--- src/rtl/calc_pkg.sv ---
// calc_pkg: numpad key codes, sequencer states and digit decode shared by calc_sequencer.
package calc_pkg;
    localparam logic [4:0] KEY_1   = 5'b10000;
    localparam logic [4:0] KEY_4   = 5'b10001;
    localparam logic [4:0] KEY_7   = 5'b10010;
    localparam logic [4:0] KEY_0   = 5'b10011;
    localparam logic [4:0] KEY_2   = 5'b10100;
    localparam logic [4:0] KEY_5   = 5'b10101;
    localparam logic [4:0] KEY_8   = 5'b10110;
    localparam logic [4:0] KEY_3   = 5'b11000;
    localparam logic [4:0] KEY_6   = 5'b11001;
    localparam logic [4:0] KEY_9   = 5'b11010;
    localparam logic [4:0] KEY_EQ  = 5'b11100;
    localparam logic [4:0] KEY_ADD = 5'b11101;
    localparam logic [4:0] KEY_SUB = 5'b11110;
    localparam logic [4:0] KEY_MUL = 5'b11111;

    typedef enum logic [2:0] {S_IDLE, S_DEBOUNCE, S_EXEC, S_MUL, S_COMMIT, S_RELEASE} state_t;

    // Returns {is_digit, value}; non-digit codes give 5'b0.
    function automatic logic [4:0] digit_value(input logic [4:0] code);
        case (code)
            KEY_0:   digit_value = {1'b1, 4'd0};
            KEY_1:   digit_value = {1'b1, 4'd1};
            KEY_2:   digit_value = {1'b1, 4'd2};
            KEY_3:   digit_value = {1'b1, 4'd3};
            KEY_4:   digit_value = {1'b1, 4'd4};
            KEY_5:   digit_value = {1'b1, 4'd5};
            KEY_6:   digit_value = {1'b1, 4'd6};
            KEY_7:   digit_value = {1'b1, 4'd7};
            KEY_8:   digit_value = {1'b1, 4'd8};
            KEY_9:   digit_value = {1'b1, 4'd9};
            default: digit_value = 5'd0;
        endcase
    endfunction
endpackage

--- src/rtl/calc_sequencer_mul.sv ---
// seq_multiplier: WIDTH-cycle shift-add multiplier; done is high during the final step cycle.
module seq_multiplier #(
    parameter int WIDTH = 32
) (
    input  logic             clock,
    input  logic             reset,
    input  logic             start,
    input  logic [WIDTH-1:0] a,
    input  logic [WIDTH-1:0] b,
    output logic             done,
    output logic [WIDTH-1:0] product
);
    localparam int CW = $clog2(WIDTH + 1);
    logic [WIDTH-1:0] a_q, a_d, b_q, b_d, acc_q, acc_d;
    logic [CW-1:0] cnt_q, cnt_d;
    always_ff @(posedge clock or posedge reset) begin
        if (reset) begin
            a_q   <= '0;
            b_q   <= '0;
            acc_q <= '0;
            cnt_q <= '0;
        end else begin
            a_q   <= a_d;
            b_q   <= b_d;
            acc_q <= acc_d;
            cnt_q <= cnt_d;
        end
    end
    always_comb begin
        a_d   = a_q;
        b_d   = b_q;
        acc_d = acc_q;
        cnt_d = cnt_q;
        if (start) begin
            a_d   = a;
            b_d   = b;
            acc_d = '0;
            cnt_d = CW'(WIDTH);
        end else if (cnt_q != '0) begin
            acc_d = acc_q + (b_q[0] ? a_q : '0);
            a_d   = a_q << 1;
            b_d   = b_q >> 1;
            cnt_d = cnt_q - CW'(1);
        end
    end
    assign done    = cnt_q == CW'(1);
    assign product = acc_q;
endmodule

--- src/rtl/calc_sequencer.sv ---
// calc_sequencer: debounces numpad codes and issues one stack operation per press;
// multiplication is delegated to a sequential shift-add unit.
module calc_sequencer
    import calc_pkg::*;
#(
    parameter int WIDTH       = 32,
    parameter int COUNT_BITS  = 6,
    parameter int STACK_DEPTH = 32,
    parameter int DEBOUNCE    = 16
) (
    input  logic                  clock,
    input  logic                  reset,
    input  logic [4:0]            key,
    input  logic [WIDTH-1:0]      top,
    input  logic [WIDTH-1:0]      next,
    input  logic [COUNT_BITS-1:0] count,
    output logic                  push,
    output logic                  pop,
    output logic                  write,
    output logic [WIDTH-1:0]      new_value,
    output logic                  busy,
    output logic                  error
);
    localparam int DW = $clog2(DEBOUNCE + 1);
    state_t state_q, state_d;
    logic [4:0] code_q, code_d;
    logic [DW-1:0] cnt_q, cnt_d;
    logic push_q, push_d, pop_q, pop_d, write_q, write_d;
    logic busy_q, busy_d, error_q, error_d, fresh_q, fresh_d;
    logic [WIDTH-1:0] new_value_q, new_value_d, mul_product;
    logic mul_start, mul_done;
    logic [4:0] dv;
    logic few, full, last;
    assign dv   = digit_value(code_q);
    assign few  = count < COUNT_BITS'(2);
    assign full = count >= COUNT_BITS'(STACK_DEPTH);
    assign last = cnt_q == DW'(DEBOUNCE - 1);

    seq_multiplier #(.WIDTH(WIDTH)) u_mul (
        .clock(clock), .reset(reset), .start(mul_start),
        .a(next), .b(top), .done(mul_done), .product(mul_product)
    );

    always_ff @(posedge clock or posedge reset) begin
        if (reset) begin
            state_q     <= S_IDLE;
            code_q      <= '0;
            cnt_q       <= '0;
            push_q      <= 1'b0;
            pop_q       <= 1'b0;
            write_q     <= 1'b0;
            new_value_q <= '0;
            busy_q      <= 1'b0;
            error_q     <= 1'b0;
            fresh_q     <= 1'b1;
        end else begin
            state_q     <= state_d;
            code_q      <= code_d;
            cnt_q       <= cnt_d;
            push_q      <= push_d;
            pop_q       <= pop_d;
            write_q     <= write_d;
            new_value_q <= new_value_d;
            busy_q      <= busy_d;
            error_q     <= error_d;
            fresh_q     <= fresh_d;
        end
    end

    // The same counter times press stability and release stability.
    always_comb begin
        state_d = state_q;
        code_d  = code_q;
        cnt_d   = cnt_q;
        case (state_q)
            S_IDLE: if (key[4]) begin
                state_d = S_DEBOUNCE;
                code_d  = key;
                cnt_d   = '0;
            end
            S_DEBOUNCE: begin
                if (key != code_q) state_d = S_IDLE;
                else if (last) state_d = S_EXEC;
                else cnt_d = cnt_q + DW'(1);
            end
            S_EXEC: begin
                state_d = (code_q == KEY_MUL && !few) ? S_MUL : S_RELEASE;
                cnt_d   = '0;
            end
            S_MUL: if (mul_done) state_d = S_COMMIT;
            S_COMMIT: state_d = S_RELEASE;
            S_RELEASE: begin
                if (key[4]) cnt_d = '0;
                else if (last) state_d = S_IDLE;
                else cnt_d = cnt_q + DW'(1);
            end
            default: state_d = S_IDLE;
        endcase
    end

    always_comb begin
        push_d      = 1'b0;
        pop_d       = 1'b0;
        write_d     = 1'b0;
        new_value_d = new_value_q;
        fresh_d     = fresh_q;
        error_d     = error_q;
        mul_start   = 1'b0;
        busy_d      = state_d inside {S_EXEC, S_MUL, S_COMMIT, S_RELEASE};
        if (state_q == S_EXEC) begin
            if (dv[4]) begin
                write_d     = 1'b1;
                new_value_d = fresh_q ? WIDTH'(dv[3:0]) : top * WIDTH'(10) + WIDTH'(dv[3:0]);
                fresh_d     = 1'b0;
                error_d     = 1'b0;
            end else if (code_q == KEY_EQ) begin
                if (full) error_d = 1'b1;
                else begin
                    push_d  = 1'b1;
                    fresh_d = 1'b1;
                end
            end else if (code_q == KEY_ADD || code_q == KEY_SUB) begin
                if (few) error_d = 1'b1;
                else begin
                    pop_d       = 1'b1;
                    write_d     = 1'b1;
                    new_value_d = code_q == KEY_ADD ? next + top : next - top;
                    fresh_d     = 1'b1;
                end
            end else if (code_q == KEY_MUL) begin
                if (few) error_d = 1'b1;
                else mul_start = 1'b1;
            end
        end
        if (state_q == S_COMMIT) begin
            pop_d       = 1'b1;
            write_d     = 1'b1;
            new_value_d = mul_product;
            fresh_d     = 1'b1;
        end
    end

    assign push      = push_q;
    assign pop       = pop_q;
    assign write     = write_q;
    assign new_value = new_value_q;
    assign busy      = busy_q;
    assign error     = error_q;
endmodule

--- config.mk ---
export PLATFORM = sky130hd
export DESIGN_NAME = calc_sequencer
export DESIGN_NICKNAME = d
export VERILOG_FILES = /design/src/rtl/calc_pkg.sv /design/src/rtl/calc_sequencer_mul.sv /design/src/rtl/calc_sequencer.sv
export SDC_FILE = /design/constraint.sdc
export NUM_CORES = 1
export LEC_CHECK = 0
export CORE_MARGIN = 3
export CORE_UTILIZATION = 30
export CTS_BUF_LIST = sky130_fd_sc_hd__clkbuf_16
export DETAILED_ROUTE_END_ITERATION = 12
export GPL_TIMING_DRIVEN = 0
export PLACE_DENSITY = 0.48
export REMOVE_ABC_BUFFERS = 1
export SLEW_MARGIN = 15
export SYNTH_ARGS = -nofsm -noshare
export SYNTH_HDL_FRONTEND = slang
export SYNTH_SLANG_ARGS = --single-unit
--- constraint.sdc ---
create_clock -name clock -period 5.4 [get_ports clock]
set_input_delay 0.81 -clock clock [delete_from_list [all_inputs] [get_ports clock]]
set_output_delay 0.81 -clock clock [all_outputs]
set_load 0.05 [all_outputs]
==> impl_results.md <==
- Status: completed
- Mapped Area: 0.0138 mm^2
- Fin util: 36.0%
- GR Util All Layers: 17.9%
- First-pass GRT wire length: 70.9 mm
- Post-synth ARST share: 100%
- #FFs+latches synth: 153
- Yosys cell types: 88
- Max H-tree Level: 4
- Die area: 0.0488 mm^2
- Cells on worst reg2reg path: 15
- Slew headroom: 26.7%
- Flop2flop setup slack: 0.50 ns
- Final period util: 96.6%
- Leak: 7.12 nW
- TritonCTS clock tree: yes
- Ratio of cells with drive above 1 in the final layout: 5.43%
- Worst skew pair latency: 0.46 ns
- Clock root buffer master: clkbuf_16
- TritonCTS Buffers: 17
- Detailed placer's ending HPWL: 33.8 mm
- Reg clk slew, reported paths: 0.07 ns
- Worst Hold Class: flip-flop to flip-flop
- Area Growth Syn to Fin: 18.2%
- Worst-margin pin slew: 1.10 ns
- Remaining antenna violation count: 0
- ANT cells: 0
- R2R Path End: new_value[31]
- Min-delay src: u_mul.b_q[31]
- CTS hold repair buffers: 0
- Hold path cells: 2
- Crit-path max FO: 8
- # rows: 78
- Layout Cells excl Fill: 2,424
- Worst Path Required: 5.74 ns
- Hold Vio Cnt, Final: 0
- Largest net degree at the start of global routing: 89
- Most frequent cells in the layout: nand2_1, nor2_1, dfrtp_1, ha_1, a21oi_1
- Critical Path AT: 5.56 ns
- GPL Wtd Cong: 0.877
- Initial antenna violation count: 0
- Post-synth EDFFs: 0
- Fin worst setup slack: 0.183 ns
- Commonest non-fill, non-tap cell in the layout: nand2_1
- Cells after Synth: 1,748
- Clock Skews: 0.0143 ns
- Final Net Count: 2,021
- Vias per inst: 5.27
- Initial DRC count: 913
- Setup WS pre-CTS: -0.875 ns
- Worst Setup End Kind: flip-flop
- Ys flop type: dfrtp_1
- Crit Path Class: input pin to flip-flop
- CTS max path bufs: 2
- Wirelength per Cell: 18.1 um
- Max_cap viols: 0
- Worst hold slack: 0.508 ns
- Die height: 221 um
- Power density cells: 313 mW/mm^2
- Setup violations, final: 0
- Tmin final: 5.22 ns
- Residual DRC count: 0
- Clock sink count: 153
- Synth Warn #: 0
- Vias: 12,800
- RSZ-0062 raised after global routing: no
- Port buffer count: 112
- Core area: 0.0455 mm^2
- FMAX: 192 MHz
- Global route overflow: 0
- TritonRoute pass-1 iters: 7
- R2r startpoint: code_q[2]
- Die width: 221 um
- Crit start category: input pin
- Avg Inst Size Synth: 7.92 um^2
- Post-Place Cells: 2,390
- Peak supply drop: 175 uV
- Final Slew Violations: 0
- Routed wire length: 43.9 mm
- Register area share after synthesis: 27.7%
- Hold Crit Endpoint: u_mul.b_q[31]
- Ports: 114
- Setup TNS Final: 0 ns
- Vias in the first global route: 12,700
- Initial core utilization: 30.4%
==> worst max-delay path by stage <==
stage	startpoint	endpoint	cells after the start
3_3_place_gp	reset	u_mul.b_q[26]	2
2_1_floorplan	top[1]	new_value[31]	13
6_report	top[8]	new_value[31]	13
5_1_grt	top[6]	new_value[26]	17
3_5_place_dp	top[3]	new_value[31]	14
4_1_cts	top[1]	new_value[31]	14
==> metal layers <==
metal  part of all wire (%)  vias up  GRT usage [%]
met3                    2.8       32           2.04
met1                     50     6114           25.6
met4                    1.7        0           4.51
li1                       -     6432              -
met5                      0        -              0
met2                     46      189           28.9
==> critical path: stages <==
cell and delay, ns:
clkdlybuf4s50_1 0.76, ha_1 0.33, ha_1 0.39, o21a_1 0.23
nor2b_1 0.19, a2111oi_4 0.42, xor2_1 0.16, a211o_1 0.33
or4_4 0.59, nor4_4 0.38, nand4_1 0.17, xnor3_1 0.42
a221o_1 0.37
==> what timing repair did <==
item,CTS,global route
resized for setup,6,18
pin swaps,0,2
setup endpoints to repair,6,10
setup buffers,0,2
==> stage by stage <==
stage / power [mW] / cell area (um^2)
after floorplan: 3.13 / 13500
after global placement: 3.80 / 15400
after detailed placement: 3.84 / 15700
after CTS: 5.15 / 16300
after global routing: 5.46 / 16400
final: 5.12 / 16400
==> power by group <==
part | leakage [nW] | total (mW) | switching [mW] | internal [mW]
registers | 1.97 | 1.63 | 0.239 | 1.39
clock network | 0.296 | 1.27 | 0.607 | 0.664
logic | 4.86 | 2.23 | 1.36 | 0.866
total | 7.12 | 5.12 | 2.21 | 2.92
==> synthesized netlist by cell type, types with 14 or more instances <==
cell | n | area, um^2
xnor2_1 | 75 | 657
inv_1 | 37 | 139
a21o_1 | 44 | 330
o21bai_1 | 14 | 105
a221oi_1 | 15 | 131
nand2b_1 | 16 | 100
nand2_1 | 275 | 1030
xor2_1 | 55 | 482
dfrtp_1 | 152 | 3800
a31oi_1 | 69 | 432
nor2_1 | 164 | 616
mux2i_1 | 14 | 140
nor2b_1 | 20 | 125
and2_1 | 40 | 250
nor3_1 | 39 | 195
ha_1 | 129 | 1610
a21oi_1 | 130 | 651
clkbuf_1 | 75 | 282
and3_1 | 21 | 131
a211oi_1 | 23 | 173
o21a_1 | 14 | 105
o21ai_0 | 98 | 490
nand3_1 | 32 | 160
==> registers in the layout, indices dropped and copies added, names as in the netlist <==
name,flops
busy,1
cnt_q,5
code_q,5
error,1
fresh_q,1
new_value,32
pop,1
push,1
state_q,3
u_mul.a_q,32
u_mul.b_q,32
u_mul.cnt_q,6
u_mul.product,32
write,1
==> logic make-up (layout without fill, tap and decap cells) <==
family          after synthesis  after routing  share of synthesized area [%]
compound gates              514            514                           24.1
xor+xnor                    132            132                           8.51
fa+ha+maj                   133            133                           12.2
buf+inv                     118            194                           3.23
flops                       153            153                           27.7
mux                          17             17                           1.26
simple gates                681            681                           23.0
==> final cells by class <==
type                            count  area [um^2]
Sequential cell                   153         3830
Inverter                           37          146
Fill cell                        4864        29100
Clock buffer                       17          425
Timing Repair Buffer              125         1350
Multi-Input combinational cell   1477         9700
Tap cell                          600          751
Clock inverter                     15          169
(Power assumes the default switching activity.)
